==> src/rtl/r32_pkg.sv <==
// Shared RV32 definitions: load funct3 encodings and the pending-load record.
package r32_pkg;

    localparam logic [2:0] LB  = 3'b000;
    localparam logic [2:0] LH  = 3'b001;
    localparam logic [2:0] LW  = 3'b010;
    localparam logic [2:0] LBU = 3'b100;
    localparam logic [2:0] LHU = 3'b101;

    typedef struct packed {
        logic [4:0] rd;
        logic [2:0] funct3;
        logic [1:0] addr_lo;
    } load_pending_t;

endpackage

==> src/rtl/load_pending_fifo.sv <==
// In-order FIFO of outstanding loads; exposes every slot so the scoreboard can compare.
module load_pending_fifo
    import r32_pkg::*;
#(
    parameter int DEPTH = 4
) (
    input  logic                            i_clock,
    input  logic                            i_reset,
    input  logic                            i_push,
    input  load_pending_t                   i_push_data,
    input  logic                            i_pop,
    output load_pending_t                   o_head,
    output logic [$clog2(DEPTH):0]          o_count,
    output logic                            o_full,
    output logic                            o_empty,
    output load_pending_t [DEPTH-1:0]       o_entries,
    output logic [DEPTH-1:0]                o_valid
);

    localparam int PTR_W = $clog2(DEPTH);
    localparam int CNT_W = PTR_W + 1;
    localparam logic [PTR_W-1:0] PTR_ONE = {{(PTR_W-1){1'b0}}, 1'b1};
    localparam logic [CNT_W-1:0] CNT_ONE = {{(CNT_W-1){1'b0}}, 1'b1};
    localparam logic [CNT_W-1:0] CNT_FULL = CNT_W'(DEPTH);

    load_pending_t [DEPTH-1:0] entries_r;
    logic [DEPTH-1:0]          valid_r;
    logic [PTR_W-1:0]          wr_ptr_r;
    logic [PTR_W-1:0]          rd_ptr_r;
    logic [CNT_W-1:0]          count_r;
    logic                      push_ok_s;
    logic                      pop_ok_s;

    assign o_full    = (count_r == CNT_FULL);
    assign o_empty   = (count_r == {CNT_W{1'b0}});
    assign push_ok_s = i_push && !o_full;
    assign pop_ok_s  = i_pop && !o_empty;
    assign o_head    = entries_r[rd_ptr_r];
    assign o_count   = count_r;
    assign o_entries = entries_r;
    assign o_valid   = valid_r;

    // Slot storage, valid mask, wrapping pointers and occupancy count.
    always_ff @(posedge i_clock or posedge i_reset) begin
        if (i_reset) begin
            entries_r <= '0;
            valid_r   <= {DEPTH{1'b0}};
            wr_ptr_r  <= {PTR_W{1'b0}};
            rd_ptr_r  <= {PTR_W{1'b0}};
            count_r   <= {CNT_W{1'b0}};
        end else begin
            // Push and pop never target the same slot: that needs empty-or-full.
            if (push_ok_s) begin
                entries_r[wr_ptr_r] <= i_push_data;
                valid_r[wr_ptr_r]   <= 1'b1;
                wr_ptr_r            <= wr_ptr_r + PTR_ONE;
            end
            if (pop_ok_s) begin
                valid_r[rd_ptr_r] <= 1'b0;
                rd_ptr_r          <= rd_ptr_r + PTR_ONE;
            end
            case ({push_ok_s, pop_ok_s})
                2'b10:   count_r <= count_r + CNT_ONE;
                2'b01:   count_r <= count_r - CNT_ONE;
                default: count_r <= count_r;
            endcase
        end
    end

endmodule

==> src/rtl/writeback_unit.sv <==
// Final pipeline stage: arbitrates ALU results against load responses and owns the
// register-file write port, with a pending-load scoreboard for decode stalls.
module writeback_unit
    import r32_pkg::*;
#(
    parameter int LOAD_DEPTH = 4
) (
    input  logic                            i_clock,
    input  logic                            i_reset,
    input  logic                            i_alu_valid,
    output logic                            o_alu_ready,
    input  logic [4:0]                      i_alu_rd,
    input  logic [31:0]                     i_alu_result,
    input  logic                            i_load_issue_valid,
    output logic                            o_load_issue_ready,
    input  logic [4:0]                      i_load_rd,
    input  logic [2:0]                      i_load_funct3,
    input  logic [1:0]                      i_load_addr_lo,
    input  logic                            i_mem_rvalid,
    output logic                            o_mem_rready,
    input  logic [31:0]                     i_mem_rdata,
    output logic [4:0]                      o_wb_sel,
    output logic [31:0]                     o_wb_data,
    output logic                            o_wb_enable,
    input  logic [4:0]                      i_query_rs1,
    input  logic [4:0]                      i_query_rs2,
    output logic                            o_rs1_busy,
    output logic                            o_rs2_busy,
    output logic [$clog2(LOAD_DEPTH):0]     o_pending_count
);

    load_pending_t                  head_s;
    load_pending_t                  push_data_s;
    load_pending_t [LOAD_DEPTH-1:0] entries_s;
    logic [LOAD_DEPTH-1:0]          valid_s;
    logic                           full_s;
    logic                           empty_s;
    logic                           resp_fire_s;
    logic                           alu_fire_s;
    logic                           push_s;
    logic                           rs1_busy_s;
    logic                           rs2_busy_s;
    logic [4:0]                     wb_sel_r;
    logic [31:0]                    wb_data_r;
    logic                           wb_enable_r;

    function automatic logic [31:0] extract_load(input logic [2:0] funct3,
                                                 input logic [1:0] addr_lo,
                                                 input logic [31:0] rdata);
        logic [7:0]  byte_v;
        logic [15:0] half_v;
        logic [31:0] result_v;
        byte_v = rdata[{addr_lo, 3'b000} +: 8];
        half_v = rdata[{addr_lo[1], 4'b0000} +: 16];
        case (funct3)
            LB:      result_v = {{24{byte_v[7]}}, byte_v};
            LBU:     result_v = {24'h000000, byte_v};
            LH:      result_v = {{16{half_v[15]}}, half_v};
            LHU:     result_v = {16'h0000, half_v};
            default: result_v = rdata;
        endcase
        return result_v;
    endfunction

    assign push_data_s = '{rd: i_load_rd, funct3: i_load_funct3, addr_lo: i_load_addr_lo};
    assign push_s      = i_load_issue_valid && !full_s;
    assign resp_fire_s = i_mem_rvalid && !empty_s;
    assign alu_fire_s  = i_alu_valid && !resp_fire_s;

    load_pending_fifo #(.DEPTH(LOAD_DEPTH)) u_fifo (
        .i_clock     (i_clock),
        .i_reset     (i_reset),
        .i_push      (push_s),
        .i_push_data (push_data_s),
        .i_pop       (resp_fire_s),
        .o_head      (head_s),
        .o_count     (o_pending_count),
        .o_full      (full_s),
        .o_empty     (empty_s),
        .o_entries   (entries_s),
        .o_valid     (valid_s)
    );

    // Scoreboard: a source is busy while any live entry targets it (x0 never is).
    always_comb begin
        rs1_busy_s = 1'b0;
        rs2_busy_s = 1'b0;
        for (int i = 0; i < LOAD_DEPTH; i++) begin
            if (valid_s[i] && (entries_s[i].rd == i_query_rs1) && (i_query_rs1 != 5'd0)) begin
                rs1_busy_s = 1'b1;
            end else begin
                rs1_busy_s = rs1_busy_s;
            end
            if (valid_s[i] && (entries_s[i].rd == i_query_rs2) && (i_query_rs2 != 5'd0)) begin
                rs2_busy_s = 1'b1;
            end else begin
                rs2_busy_s = rs2_busy_s;
            end
        end
    end

    // Write port: load response wins; sel/data only move when a real write happens.
    always_ff @(posedge i_clock or posedge i_reset) begin
        if (i_reset) begin
            wb_enable_r <= 1'b0;
            wb_sel_r    <= 5'd0;
            wb_data_r   <= 32'h0000_0000;
        end else if (resp_fire_s) begin
            wb_enable_r <= (head_s.rd != 5'd0);
            if (head_s.rd != 5'd0) begin
                wb_sel_r  <= head_s.rd;
                wb_data_r <= extract_load(head_s.funct3, head_s.addr_lo, i_mem_rdata);
            end
        end else if (alu_fire_s) begin
            wb_enable_r <= (i_alu_rd != 5'd0);
            if (i_alu_rd != 5'd0) begin
                wb_sel_r  <= i_alu_rd;
                wb_data_r <= i_alu_result;
            end
        end else begin
            wb_enable_r <= 1'b0;
        end
    end

    assign o_wb_enable        = wb_enable_r;
    assign o_wb_sel           = wb_sel_r;
    assign o_wb_data          = wb_data_r;
    assign o_alu_ready        = !resp_fire_s;
    assign o_mem_rready       = !empty_s;
    assign o_load_issue_ready = !full_s;
    assign o_rs1_busy         = rs1_busy_s;
    assign o_rs2_busy         = rs2_busy_s;

endmodule

==> config.mk <==
export PLATFORM = sky130hd
export DESIGN_NAME = writeback_unit
export DESIGN_NICKNAME = d
export VERILOG_FILES = /design/src/rtl/r32_pkg.sv /design/src/rtl/load_pending_fifo.sv /design/src/rtl/writeback_unit.sv
export SDC_FILE = /design/constraint.sdc
export NUM_CORES = 1
export LEC_CHECK = 0
export BUFFER_PORTS_ARGS = -buffer_cell sky130_fd_sc_hd__buf_2
export CAP_MARGIN = 15
export CORE_MARGIN = 4
export CORE_UTILIZATION = 52
export CTS_CLUSTER_DIAMETER = 120
export DETAILED_ROUTE_END_ITERATION = 6
export PLACE_DENSITY = 0.83
export SETUP_SLACK_MARGIN = 0.02
export SYNTH_ARGS = -nofsm -noshare
export SYNTH_HDL_FRONTEND = slang
export SYNTH_HIERARCHICAL = 1
export SYNTH_SLANG_ARGS = --single-unit
==> constraint.sdc <==
create_clock -name i_clock -period 3.7 [get_ports i_clock]
set_input_delay 0 -clock i_clock [delete_from_list [all_inputs] [get_ports i_clock]]
set_output_delay 0 -clock i_clock [all_outputs]
set_load 0.03 [all_outputs]
==> metrics.md, run 1 <==
| Metric | Value |
|---|---|
| R2R cell count | `9` |
| Vias in the first global route | `4,537` |
| Max incr delay on CP | `0.57 ns` |
| Synth top cells by count | `89 x dfrtp_1, 48 x nand2_1, 46 x mux2_2` |
| Residual DRC | `0` |
| RR Startpoint | `u_fifo/rd_ptr_r[0]$_DFFE_PP0N_` |
| Yosys reg bits | `just under 90` |
| Largest net degree at the start of global routing | `between 50 and 60` |
| Gr usage total | `0.262` |
| Worst-margin pin slew | `0.696 ns` |
| Final net count | `between 700 and 800` |
| # Max-Cap Violations | `0` |
| Leak | `roughly 0.0030 µW` |
| Clk_lat worst skew | `approximately 0.36 ns` |
| Final Skew | `0.00809 ns` |
| Cell mode on critical path | `nor2_1` |
| Clock buffer count from CTS | `9` |
| First drt pass iteration count | `6` |
| Critical path arrival | `3.67 ns` |
| Post-DR vias/cell | `~5.8` |
| Layout Utilization | `0.674` |
| Share of cells above drive strength 1 | `0.344` |
| Hold_ws | `0.0128 ns` |
| Startpoint types | `register` |
| Synth cell types | `47` |
| Hold Path Class | `input port to register` |
| Total gr overflow | `0` |
| Relative max-transition margin | `0.534` |
| Syn-to-layout area delta | `26.6%` |
| FF-to-FF setup slack | `0.28 ns` |
| Die W | `around 110 µm` |
| Number of antenna diodes | `0` |
| RSZ-0062 raised after global routing | `no` |
| Non-Filler Instances | `approximately 800` |
| DRT iter0 DRCs | `~360` |
| Worst-path fanout max | `28` |
| Dominant cell type by area after synthesis | `dfrtp_1` |
| Routed Antenna Nets | `0` |
| Clock period minus worst slack | `~3.4 ns` |
| R2R Path End | `o_wb_data[6]$_DFFE_PP0P_` |
| Final setup vio count | `0` |
| Core Rows | `36` |
| Async S/R FF share, synth | `1.00` |
| Cell count after synthesis | `501` |
| Routability cong. | `0.892` |
| CTS tree | `done` |
| First-pass GRT wire length | `23,500 µm` |
| Met2 Resource Use GR | `0.426` |
| Hold EP | `o_wb_data[30]$_DFFE_PP0P_` |
| Die ar. | `between 10,000 and 15,000 µm²` |
| Tot Pwr | `approximately 6300 µW` |
| Most frequent cell after synthesis | `dfrtp_1` |
| Layout fillers | `between 700 and 800` |
| Initial Util | `0.532` |
| Worst EP required | `approximately 4.0 ns` |
| Seq/Total Area, Yosys | `0.430` |
| Fin crit share | `0.925` |
| Pwr/cell area | `around 970 nW/µm²` |
| Hold path cells | `4` |
| Syn nets | `roughly 610` |
| Avg Inst Size Synth | `10.3 µm²` |
| Top Usage Layer GRT | `met2` |
| Antenna violations before repair | `0` |
| Final hold vios | `0` |
| Synth warnings | `6` |
| Final TNS setup | `0 ns` |
| Clk slew on worst S/H paths | `~0.090 ns` |
| Total wire length | `~15,000 µm` |
| Die Y-Extent | `about 110 µm` |
| Port-buffer cells | `139` |
| Worst setup path start | `u_fifo/rd_ptr_r[0]$_DFFE_PP0N_` |
| Final Slew Violations | `0` |
| Top_reg_cell synth | `dfrtp_1` |
| Critical hold path startpoint | `i_alu_result[30]` |
| Peak supply drop | `roughly 0.5 mV` |
| Critical Path Sink Type | `register` |
| Clock Tree Buf Depth | `2` |
| Slowest-stage cell, CP | `dlygate4sd3_1` |
| WL per Instance | `approximately 19 µm` |
| CTS root buf | `clkbuf_8` |
| H-tree Lvls | `3` |
| Post-synth EDFFs | `0` |
| Worst path cell trace | `buf_4, mux4_2, or4_1, o21a_2, nor2_1, inv_2, nor2_1, a21oi_1, dlygate4sd3_1` |
| Met3 Usage GRT | `0.0480` |
| Post-detail-place hpwl | `11,000 µm` |
| Core area | `9730 µm²` |
| Critical path class | `register to register` |
| Top cells by area, synth | `dfrtp_1 43%, mux2_2 10%, xor2_1 5.8%` |
| DR vias | `around 4,600` |
| Clk sink count | `just under 90` |
| Status | `finished, final reports clean` |
| Top-level I/O count | `between 100 and 150` |
| Placed insts | `between 700 and 800` |
| Synth top area share | `0.430` |
| GR Layer Usage met1 | `0.346` |
| Syn Std Cell Area | `between 5000 and 6000 µm²` |
| FMAX | `a little under 300 MHz` |
==> per-layer routing <==
layer,vias to the layer above,part of all wire
met5,-,0
met4,0,0.024
li1,2106,-
met3,23,0.079
met2,234,0.48
met1,2253,0.42
==> worst max-delay path: cells and delay by family (launching register included) <==
kind / cells / cell delay (ns)
buffers and inverters: 3 / 1.00
AOI/OAI and AO/OA: 2 / 0.40
DFF: 1 / 0.48
muxes: 1 / 0.53
and+or+nand+nor: 3 / 0.89
==> layout make-up <==
type | count | area (µm²) | share of cell area
multi-input cells | 357 | 2690 | 0.411
flip-flops and latches | 89 | 2230 | 0.340
repair buffers | 189 | 1180 | 0.181
well taps | 133 | 166 | 0.0254
clock buffers | 11 | 151 | 0.0231
inverters | 18 | 67.6 | 0.0103
clock inverters | 5 | 62.6 | 0.00955
==> metrics by stage <==
stage / area, µm² / setup slack [ns]
finish: 6550 / 0.278
CTS: 6530 / 0.0383
detailed placement: 5920 / 0.539
floorplan: 5170 / 0.964
global placement: 5920 / 0.664
global route: 6550 / 0.0864
==> sequential cells by signal (all words and copies together) (netlist names) <==
register and count:
o_wb_sel 5, u_fifo/o_valid 4, u_fifo/o_entries 40, o_wb_enable 1, u_fifo/wr_ptr_r 2, o_wb_data 32, u_fifo/o_count 3, u_fifo/rd_ptr_r 2
==> worst max path at each step <==
stage	endpoint	cells after the start
6_report	o_wb_data[6]$_DFFE_PP0P_	9
5_1_grt	o_wb_data[6]$_DFFE_PP0P_	9
4_1_cts	o_wb_data[6]$_DFFE_PP0P_	8
3_5_place_dp	o_wb_data[2]$_DFFE_PP0P_	7
3_3_place_gp	o_wb_data[2]$_DFFE_PP0P_	8
2_1_floorplan	o_wb_data[16]$_DFFE_PP0P_	9
==> logic make-up (layout without fill, tap and decap cells) <==
group	Yosys count	after routing	synth area share
xor gates and xnor gates	45	45	0.0762
and+or+nand+nor	112	112	0.100
adders and majority gates	10	10	0.0256
DFF	89	89	0.430
muxes	62	62	0.158
AOI/OAI and AO/OA	128	128	0.161
buffers and inverters	55	223	0.0496
==> placed cells by master (no fill, tap or decap), types with 15 or more instances in the layout <==
master         instances
a21o_1                18
dfrtp_1               87
buf_2                139
a21oi_1               45
dlygate4sd3_1         40
nor2_1                27
inv_1                 15
xor2_1                34
o21ai_0               16
mux2_2                46
nand2_1               48
==> timing repair <==
item / in CTS / in global routing
buffers inserted: 0 / 0
resized for setup: 0 / 4
hold buffers: 40 / 0
setup endpoints to repair: 0 / 1
endpoints found under the hold margin: 156 / 0
==> report_power, final <==
| part | internal, µW | total [µW] | leakage (µW) | switching [µW] |
|---|---|---|---|---|
| combinational | 1510 | 3620 | 0.00190 | 2110 |
| sequential | 1490 | 1990 | 0.00105 | 495 |
| clock | 353 | 719 | 0.000102 | 366 |
| total | 3350 | 6330 | 0.00305 | 2980 |
Power figures use the tool's default switching activity.
==> inputs of run 2 (changes only) <==
Settings changed: CORE_UTILIZATION 52 to 53, PLACE_DENSITY 0.83 to 0.84.
==> metrics.md, run 2 (synthesis results as in run 1) <==
| Metric | Value |
|---|---|
| Final Skew | `0.0120 ns (+0.00394 ns)` |
| Clk_lat worst skew | `0.36 ns (about the same)` |
| CTS tree | `done` |
| Hold Path Class | `input port to register` |
| Startpoint types | `register` |
| DR vias | `4,624 (+0.17%)` |
| Post-detail-place hpwl | `10,800 µm (-1.6%)` |
| FF-to-FF setup slack | `0.46 ns (+0.18 ns)` |
| Critical path class | `register to register` |
| RSZ-0062 raised after global routing | `no` |
| Worst setup path start | `u_fifo/rd_ptr_r[1]$_DFFE_PP0N_` |
| Area of the multi-input gates | `2690 µm² (about the same)` |
| Post-DR vias/cell | `5.82 (+1.2%)` |
| FMAX | `309 MHz (+5.7%)` |
| Number of flip-flops in the largest register | `40 (unchanged)` |
| Relative max-transition margin | `0.321 (-0.213)` |
| Sequential share of power | `0.307 (-0.007)` |
| Vias in the first global route | `4,691 (+3.4%)` |
| First-pass GRT wire length | `23,600 µm (+0.44%)` |
| Port-buffer cells | `139 (unchanged)` |
| Clock buffer count from CTS | `9 (unchanged)` |
| Status | `finished, final reports clean` |
| H-tree Lvls | `3 (unchanged)` |
| Final setup vio count | `0 (unchanged)` |
| Layout fillers | `704 (-6.1%)` |
| Final TNS setup | `0 ns (unchanged)` |
| Initial Util | `0.552 (+0.0203)` |
| Die Y-Extent | `107 µm (-0.88%)` |
| Final net count | `764 (-0.52%)` |
| Clock period minus worst slack | `3.24 ns (-0.185 ns)` |
| Critical path arrival | `3.54 ns (-0.13 ns)` |
| R2R Path End | `o_wb_data[2]$_DFFE_PP0P_` |
| Final hold vios | `0 (unchanged)` |
| Clk sink count | `89 (unchanged)` |
| Residual DRC | `0 (unchanged)` |
| Commonest cells after routing, fill and taps aside | `139 x buf_2, 89 x dfrtp_1, 48 x nand2_1` |
| DRT iter0 DRCs | `361 (unchanged)` |
| Worst-path fanout max | `28 (unchanged)` |
| Routability cong. | `0.952 (+6.7%)` |
| Die ar. | `11,400 µm² (-1.7%)` |
| Worst Setup EP | `o_wb_data[2]$_DFFE_PP0P_` |
| Combinational share of power | `0.567 (-0.005)` |
| CTS root buf | `clkbuf_8` |
| R2R cell count | `7 (-2)` |
| Antenna violations before repair | `0 (unchanged)` |
| Total gr overflow | `0 (unchanged)` |
| Routed Antenna Nets | `0 (unchanged)` |
| Critical Path Sink Type | `register` |
| Most common cell after layout, fill and taps aside | `buf_2` |
| Number of antenna diodes | `0 (unchanged)` |
| Pwr/cell area | `982 nW/µm² (+1.7%)` |
| WL per Instance | `18.7 µm (about the same)` |
| Largest net degree at the start of global routing | `52 (unchanged)` |
| Worst EP required | `4.00 ns (+0.05 ns)` |
| Switching power | `2960 µW (-0.49%)` |
| Clk slew on worst S/H paths | `0.10 ns (about the same)` |
| Clock Tree Buf Depth | `2 (unchanged)` |
| Tot Pwr | `6400 µW (+1.1%)` |
| Syn-to-layout area delta | `25.9%` |
| Total wire length | `14,800 µm (-0.95%)` |
| Core area | `9370 µm² (-3.7%)` |
| Core Rows | `35 (-2.8%)` |
| Clock share of power | `0.126 (+0.012)` |
| Switching Fraction | `0.463 (-0.00748)` |
| Worst-margin pin slew | `1.02 ns (+0.321 ns)` |
| First drt pass iteration count | `5 (-1)` |
| Critical hold path startpoint | `i_alu_result[29]` |
| Final Slew Violations | `0 (unchanged)` |
| Fin crit share | `0.875 (-0.0500)` |
| Leak | `0.00305 µW (about the same)` |
| Top-level I/O count | `140 (unchanged)` |
| Int Pwr | `3440 µW (+2.6%)` |
| Die W | `107 µm (-0.88%)` |
| RR Startpoint | `u_fifo/rd_ptr_r[1]$_DFFE_PP0N_` |
| Gr usage total | `0.262 (about the same)` |
| # Max-Cap Violations | `0 (unchanged)` |
| Total area of sequential cells | `2230 µm² (-0.11%)` |
| Peak supply drop | `0.584 mV (+19%)` |
| Share of cells above drive strength 1 | `0.343 (-0.000940)` |
run 2: changes by cell type in the layout (fill, tap and decap cells not counted), sizes merged:
cell / change
clkinv: +2
buf: +1
clkinvlp: -2
clkbuf: -2
bufinv: +2
dlygate4sd3: -5
run 2: how the worst min path moves through the flow:
| stage | endpoint | slack, ns | depth (start not counted) |
|---|---|---|---|
| floorplan | o_wb_data[1]$_DFFE_PP0P_ | 0.15 | 2 |
| global placement | o_wb_sel[4]$_DFFE_PP0P_ | 0.16 | 3 |
| detailed placement | o_wb_sel[4]$_DFFE_PP0P_ | 0.16 | 3 |
| CTS | o_wb_data[29]$_DFFE_PP0P_ | 0.009 | 4 |
| global route | o_wb_data[15]$_DFFE_PP0P_ | 0.02 | 3 |
| finish | o_wb_data[29]$_DFFE_PP0P_ | 0.01 | 4 |
run 2: critical path: stages (launching register included):
cell,delay (ns)
dfrtp_1,0.75
mux4_2,0.60
or4_1,0.57
o21a_1,0.44
nor2_1,0.28
inv_2,0.22
o311ai_0,0.15
o21a_1,0.17
run 2: metal layers:
layer	wire length, µm	track usage
met5	0	0
met3	1160	0.0548
met2	7390	0.447
met4	346	0.0877
met1	5930	0.334
run 2: repair_timing:
item                                   in CTS  in global routing
buffers inserted                            0                  0
resized for setup                           0                  0
hold buffers                               35                  0
endpoints found under the hold margin     151                  0
run 2: final cells by class:
| class | count | area share |
|---|---|---|
| Clock buffer | 9 | 0.0190 |
| Clock inverter | 7 | 0.0180 |
| Inverter | 18 | 0.0104 |
| Multi-Input combinational cell | 357 | 0.413 |
| Sequential cell | 89 | 0.342 |
| Tap cell | 129 | 0.0248 |
| Timing Repair Buffer | 185 | 0.173 |
run 2: power by group through the flow:
stage	sequential, µW	clock (µW)	combinational [µW]
2_1_floorplan	2280	0	2360
3_3_place_gp	1950	0	3420
3_5_place_dp	1970	0	3550
4_1_cts	1960	814	3600
5_1_grt	2040	864	3920
6_report	1970	807	3630
run 2: stage by stage:
| step | instances | worst slack, ns | area (µm²) | hold WS [ns] | util |
|---|---|---|---|---|---|
| after CTS | 794 | 0.467 | 6520 | 0.00859 | 0.695 |
| after global placement | 743 | 0.629 | 5930 | 0.159 | 0.632 |
| after detailed placement | 743 | 0.499 | 5930 | 0.158 | 0.632 |
| after global routing | 794 | 0.311 | 6520 | 0.0191 | 0.695 |
| final | 794 | 0.463 | 6520 | 0.0118 | 0.695 |
| after floorplan | 501 | 0.964 | 5170 | 0.150 | - |
